**src/rtl/multicycle_datapath.sv**
```systemverilog
// Multi-cycle MIPS-subset core with a single shared memory port (req/ready handshake).
// FSM sequences FETCH/DECODE/EXEC/MEM/WB; illegal or misaligned operations optionally halt the core.
module multicycle_datapath #(
  parameter logic [31:0] RESET_PC    = 32'h0000_0000,
  parameter int unsigned DEBUG_REG   = 16,
  parameter bit          HALT_ON_ERR = 1'b1
) (
  input  logic        Clk,
  input  logic        Rst,
  output logic        mem_req,
  output logic        mem_we,
  output logic [31:0] mem_addr,
  output logic [31:0] mem_wdata,
  input  logic [31:0] mem_rdata,
  input  logic        mem_ready,
  output logic        halted,
  output logic [31:0] retired,
  output logic [31:0] debug_reg
);

  localparam logic [5:0] OP_RTYPE = 6'h00, OP_J  = 6'h02, OP_BEQ = 6'h04, OP_BNE = 6'h05;
  localparam logic [5:0] OP_ADDI  = 6'h08, OP_LW = 6'h23, OP_SW  = 6'h2B;
  localparam logic [5:0] FN_SLL = 6'h00, FN_SRL = 6'h02, FN_ADD = 6'h20, FN_SUB = 6'h22;
  localparam logic [5:0] FN_AND = 6'h24, FN_OR  = 6'h25, FN_SLT = 6'h2A;
  localparam logic [4:0] DBG_IDX = 5'(DEBUG_REG);

  typedef enum logic [2:0] {S_FETCH, S_DECODE, S_EXEC, S_MEM, S_WB, S_HALT} state_e;

  state_e      state_q, state_d;
  logic [31:0] pc_q, pc_d, ir_q, ir_d, a_q, a_d, b_q, b_d;
  logic [31:0] alu_out_q, alu_out_d, mdr_q, mdr_d, retired_q, retired_d;
  logic [31:0] rf_q [32];
  logic        rf_we;
  logic [4:0]  rf_waddr;
  logic [31:0] rf_wdata;

  logic [5:0]  opcode, funct;
  logic [4:0]  rs, rt, rd, shamt;
  logic [31:0] imm_sext, alu_r;
  logic        is_rtype, is_j, is_beq, is_bne, is_addi, is_lw, is_sw, r_legal, legal;

  assign opcode   = ir_q[31:26];
  assign rs       = ir_q[25:21];
  assign rt       = ir_q[20:16];
  assign rd       = ir_q[15:11];
  assign shamt    = ir_q[10:6];
  assign funct    = ir_q[5:0];
  assign imm_sext = {{16{ir_q[15]}}, ir_q[15:0]};

  assign is_rtype = (opcode == OP_RTYPE);
  assign is_j     = (opcode == OP_J);
  assign is_beq   = (opcode == OP_BEQ);
  assign is_bne   = (opcode == OP_BNE);
  assign is_addi  = (opcode == OP_ADDI);
  assign is_lw    = (opcode == OP_LW);
  assign is_sw    = (opcode == OP_SW);
  assign legal    = (is_rtype & r_legal) | is_j | is_beq | is_bne | is_addi | is_lw | is_sw;

  // Shifts take their operand from B (rt) and the amount from the shamt field.
  always_comb begin
    r_legal = 1'b1;
    alu_r   = '0;
    case (funct)
      FN_ADD:  alu_r = a_q + b_q;
      FN_SUB:  alu_r = a_q - b_q;
      FN_AND:  alu_r = a_q & b_q;
      FN_OR:   alu_r = a_q | b_q;
      FN_SLT:  alu_r = {31'd0, $signed(a_q) < $signed(b_q)};
      FN_SLL:  alu_r = b_q << shamt;
      FN_SRL:  alu_r = b_q >> shamt;
      default: r_legal = 1'b0;
    endcase
  end

  always_comb begin
    state_d   = state_q;
    pc_d      = pc_q;
    ir_d      = ir_q;
    a_d       = a_q;
    b_d       = b_q;
    alu_out_d = alu_out_q;
    mdr_d     = mdr_q;
    retired_d = retired_q;
    rf_we     = 1'b0;
    rf_waddr  = '0;
    rf_wdata  = '0;
    mem_req   = 1'b0;
    mem_we    = 1'b0;
    mem_addr  = '0;
    mem_wdata = '0;
    halted    = 1'b0;
    case (state_q)
      S_FETCH: begin
        mem_req  = 1'b1;
        mem_addr = pc_q;
        if (mem_ready) begin
          ir_d    = mem_rdata;
          pc_d    = pc_q + 32'd4;
          state_d = S_DECODE;
        end
      end
      S_DECODE: begin
        a_d       = rf_q[rs];
        b_d       = rf_q[rt];
        alu_out_d = pc_q + (imm_sext << 2);
        if (!legal) begin
          state_d = HALT_ON_ERR ? S_HALT : S_FETCH;
        end else if (is_j) begin
          pc_d      = {pc_q[31:28], ir_q[25:0], 2'b00};
          retired_d = retired_q + 32'd1;
          state_d   = S_FETCH;
        end else begin
          state_d = S_EXEC;
        end
      end
      S_EXEC: begin
        if (is_rtype) begin
          alu_out_d = alu_r;
          state_d   = S_WB;
        end else if (is_beq || is_bne) begin
          if ((a_q == b_q) ^ is_bne) pc_d = alu_out_q;
          retired_d = retired_q + 32'd1;
          state_d   = S_FETCH;
        end else begin
          alu_out_d = a_q + imm_sext;
          state_d   = is_addi ? S_WB : S_MEM;
        end
      end
      S_MEM: begin
        mem_addr  = {alu_out_q[31:2], 2'b00};
        mem_wdata = is_sw ? b_q : '0;
        if (alu_out_q[1:0] != 2'b00) begin
          state_d = HALT_ON_ERR ? S_HALT : S_FETCH;
        end else begin
          mem_req = 1'b1;
          mem_we  = is_sw;
          if (mem_ready) begin
            if (is_lw) begin
              mdr_d   = mem_rdata;
              state_d = S_WB;
            end else begin
              retired_d = retired_q + 32'd1;
              state_d   = S_FETCH;
            end
          end
        end
      end
      S_WB: begin
        rf_waddr  = is_rtype ? rd : rt;
        rf_wdata  = is_lw ? mdr_q : alu_out_q;
        rf_we     = (rf_waddr != 5'd0);
        retired_d = retired_q + 32'd1;
        state_d   = S_FETCH;
      end
      default: halted = 1'b1;
    endcase
  end

  always_ff @(posedge Clk) begin
    if (Rst) begin
      state_q   <= S_FETCH;
      pc_q      <= RESET_PC;
      ir_q      <= '0;
      a_q       <= '0;
      b_q       <= '0;
      alu_out_q <= '0;
      mdr_q     <= '0;
      retired_q <= '0;
      for (int unsigned i = 0; i < 32; i++) rf_q[i] <= '0;
    end else begin
      state_q   <= state_d;
      pc_q      <= pc_d;
      ir_q      <= ir_d;
      a_q       <= a_d;
      b_q       <= b_d;
      alu_out_q <= alu_out_d;
      mdr_q     <= mdr_d;
      retired_q <= retired_d;
      if (rf_we) rf_q[rf_waddr] <= rf_wdata;
    end
  end

  assign retired   = retired_q;
  assign debug_reg = rf_q[DBG_IDX];

endmodule

```
**config.mk**
```make
export PLATFORM = sky130hd
export DESIGN_NAME = multicycle_datapath
export DESIGN_NICKNAME = d
export VERILOG_FILES = /design/src/rtl/multicycle_datapath.sv
export SDC_FILE = /design/constraint.sdc
export NUM_CORES = 2
export LEC_CHECK = 0
export BUFFER_PORTS_ARGS = -buffer_cell sky130_fd_sc_hd__buf_2
export CORE_ASPECT_RATIO = 1.1
export CORE_MARGIN = 1
export CORE_UTILIZATION = 55
export CTS_BUF_LIST = sky130_fd_sc_hd__clkbuf_4
export DETAILED_ROUTE_END_ITERATION = 7
export PLACE_DENSITY_LB_ADDON = 0.08
export SLEW_MARGIN = 10
export SYNTH_ARGS = -nofsm -noshare
export SYNTH_HDL_FRONTEND = slang
export SYNTH_SLANG_ARGS = --single-unit
export TNS_END_PERCENT = 50
```
**constraint.sdc**
```tcl
create_clock -name Clk -period 4.8 [get_ports Clk]
set_input_delay 0 -clock Clk [delete_from_list [all_inputs] [get_ports Clk]]
set_output_delay 0 -clock Clk [all_outputs]
set_load 0.02 [all_outputs]
```
==> run_results.csv <==
group,metric,value,unit
timing,max_freq,219.0,MHz
synth,synthXorXnorAreaFrac,0.7440,%
placement,dp_cells,8005,
pwr,p_leak,28.56,nW
synth,synth_simple_gate_area_share,12.87,%
synth,synth_top_family_by_area,"multiplexers",
timing,clock_skew,0.1638,ns
clock_tree,cts_tree,"built",
floorplanning,rows,140,
clock_tree,cts_buffers,346,
clock_tree,clk_path_buf_depth,4,
placement,pre_cts_slack,0.2466,ns
synth,syn_area,74160,µm²
global_route,grt_start_max_net_pins,146,
synth,synth_compound_area_share,9.388,%
detailed_routing,drt_pass1_iterations,6,
final_layout,fin_cells,8688,
synth,synth-edff-count,1024,
worst_setup_path,worstPathCellList,"inv_1 > fa_1 > o21bai_1 > a2111oi_0 > buf_4 > nor3_1 > o211ai_2 > a31oi_1 > o22ai_1 > o21ai_0 > a31oi_1 > o31a_1",
global_route,grt_pass1_wl,428.3,mm
detailed_routing,routed-via-count,60750,
worst_setup_path,worst_setup_path_end_kind,"flip-flop",
detailed_routing,drt_iter0_markers,9421,
final_layout,nNetsFinal,6880,
synth,synth_area_leaders,"edfxtp_1 (41%), mux4_2 (21%), nor2_1 (6.7%)",
clock_tree,clk_pin_slew,0.06,ns
synth,synth_cell_types,100,
worst_setup_path,critPathLaunchType,"flip-flop",
synth,synth.avg_cell_area,11.77,µm²
worst_setup_path,critPathBufInv,2,
pwr,finalPower,44.62,mW
synth,synth_fa_ha_area_share,3.060,%
synth,netlist.area_leader.share,41.46,%
clock_tree,post-cts-setup-buffer-count,0,
synth,yosys_warnings,0,
timing,finalCritPeriodShare,95.13,%
worst_setup_path,path_class,"reg2reg",
floorplanning,die_height,387.1,µm
floorplanning,die_x,352.1,µm
pwr,peakVddDrop,0.0004416,V
timing,rsz0062_at_grt,"false",
outcome,outcome,"completed",
worst_setup_path,slowest_stage,"nor3_1",
global_route,grt_overflow,0,
worst_setup_path,crit_arrival,5.75,ns
placement,placed_area,78300,µm²
clock_tree,cts_num_sinks,1251,
final_layout,num-fill-cells,10550,
global_route,grt_use_total,44.34,%
placement,io_buffer_count,165,
clock_tree,worstSkewPairLatency,1.40,ns
synth,yosys-top-cells-count,"nor2_1 (1,315), edfxtp_1 (1,024), mux4_2 (684)",
timing,fin_tns_setup,0,ns
floorplanning,initial_core_util,55.71,%
synth,async_flop_share,0,%
run,max-cap-violations,0,
timing,worst_pin_slew,1.170,ns
worst_setup_path,critPathMaxFanout,6,
synth,syn_inst,6303,
synth,synth_most_common_cell,"nor2_1",
worst_setup_path,required,5.99,ns
worst_hold_path,hold_class,"in2reg",
worst_setup_path,critPathTopFamily,"compound AO/OA/AOI/OAI gates",
pwr,power_density,535.5,nW/µm²
floorplanning,die_area,136300,µm²
detailed_routing,drc,0,
final_layout,syn_to_final_growth,12.36,%
timing,setup_violations,0,
clock_tree,cts_max_level,5,
timing,hold_violations,0,
detailed_routing,viasPerCell,6.993,
floorplanning,core_area,133100,µm²
final_layout,design_area,83330,µm²
synth,synth_seq_area_share,47.59,%
synth,synth_top_flop_cell,"edfxtp_1",
synth,yosysTopAreaCell,"edfxtp_1",
final_layout,utilization,62.59,%
synth,yosys-mux-area-fraction,22.64,%
placement,place_hpwl,202.5,mm
timing,min_period,4.566,ns
synth,ys_ff_latch,1251,
clock_tree,cts_root_buffer,"clkbuf_4",
timing,fin_ws,0.2338,ns
timing,worst_slew_margin_rel,21.41,%
worst_setup_path,critical_path.max_stage_delay,0.52,ns
worst_setup_path,cp_common_cell,"a31oi_1",
timing,drv_slew,0,
global_route,grt_pass1_vias,59400,
timing,fin_worst_hold_slack,0.06580,ns
detailed_routing,ant_nets,0,
final_layout,drive_above_1_share,26.39,%
placement,globalplace.congestion,1.051,
detailed_routing,wl_per_cell,35.06,µm
global_route,antenna_found_initial,14,
floorplanning,pin_count,166,
detailed_routing,drt_wl_total,304.6,mm
[worst reg2reg max path, delay by kind of cell (launching register included)]
| family | cells | cell delay [ns] |
|---|---|---|
| AND/OR/NAND/NOR | 1 | 0.53 |
| flip-flops | 1 | 0.48 |
| AO/OA/AOI/OAI | 8 | 2.62 |
| adder cells (fa/ha/maj) | 1 | 0.50 |
| buffers and inverters | 2 | 0.37 |
[final timing paths]
kind | start | endpoint | slack [ns] | cells after the start
setup reg to reg | a_q[1]$_SDFFE_PP0P_ | alu_out_q[18]$_SDFFE_PP0P_ | 0.23 | 12
setup / recovery | a_q[1]$_SDFFE_PP0P_ | alu_out_q[18]$_SDFFE_PP0P_ | 0.23 | 12
hold / removal | mem_rdata[18] | mdr_q[18]$_SDFFE_PP0P_ | 0.07 | 5
hold reg to reg | mdr_q[3]$_SDFFE_PP0P_ | mdr_q[3]$_SDFFE_PP0P_ | 0.45 | 2
[final cells by class]
type | count | area, µm² | area share (%)
diodes | 19 | 47.55 | 0.05706
clock buffers | 493 | 3701 | 4.442
clock inverters | 83 | 375.4 | 0.4505
inverters | 130 | 488.0 | 0.5856
multi-input cells | 4372 | 36460 | 43.75
flip-flops and latches | 1251 | 35340 | 42.41
well taps | 1775 | 2221 | 2.665
repair buffers | 565 | 4702 | 5.643
[cell families after synthesis]
group / count (synthesis)
adders and majority gates: 179
and+or+nand+nor: 2251
buffers and inverters: 711
muxes: 820
DFF: 1251
xor gates and xnor gates: 63
AOI/OAI and AO/OA: 1027
other: 1
[per-layer routing]
metal  track usage [%]  part of all wire [%]  up-vias
met5                 0                 0.015        -
met4             35.19                   9.2        8
met3             11.48                    13     1097
met2             66.39                    45     4890
met1             54.85                    34    29930
li1                  -                     -    24830
[state kept, by name, summed over array words and instances, names as in the netlist]
signal / flops
a_q: 32
alu_out_q: 32
b_q: 32
ir_q: 32
mdr_q: 32
pc_q: 32
retired: 32
rf_q: 1024
state_q: 3
[power by group]
part,internal [mW],leakage (nW),total [mW],switching [mW]
Sequential,12.5,12.4,14.2,1.64
Clock,4.78,2.44,9.45,4.66
Combinational,7.58,13.7,21.0,13.4
Total,24.9,28.6,44.6,19.7
[layout by cell type, fill, tap and decap left out, types with 21 or more instances in the layout]
cell / netlist / final
a211oi_1: 129 / 129
a221oi_1: 37 / 37
nand3_1: 60 / 60
a21oi_1: 258 / 257
nor2_1: 1315 / 1313
nor4_1: 26 / 24
edfxtp_1: 1024 / 1024
o31ai_1: 22 / 22
a21o_1: 51 / 51
clkbuf_4: 0 / 493
and2_1: 20 / 21
dlygate4sd3_1: 0 / 87
a22o_1: 34 / 34
mux4_2: 684 / 684
a22oi_1: 24 / 24
clkinv_1: 0 / 71
nand4_1: 31 / 31
nand2b_1: 59 / 27
mux2i_1: 116 / 116
and3_1: 30 / 30
nand2_2: 1 / 33
conb_1: 1 / 32
o21ai_0: 175 / 175
a31oi_1: 29 / 29
xor2_1: 22 / 22
dfxtp_1: 227 / 212
buf_4: 2 / 262
ha_1: 175 / 175
buf_2: 33 / 164
nor2b_1: 22 / 22
nor3_1: 94 / 87
o221ai_1: 21 / 21
o21bai_1: 27 / 27
or3_1: 36 / 36
inv_1: 129 / 129
xnor2_1: 41 / 41
nand2_1: 494 / 462
nand2b_2: 0 / 32
o211ai_1: 31 / 31
buf_12: 0 / 50
[what timing repair did]
action                     4_1_cts  5_1_grt
hold buffers                    88        0
setup endpoints to repair        0        2
hold endpoints to repair       814        0
gates resized for setup          0        2
Note: power is estimated with default switching activity, not from simulation.
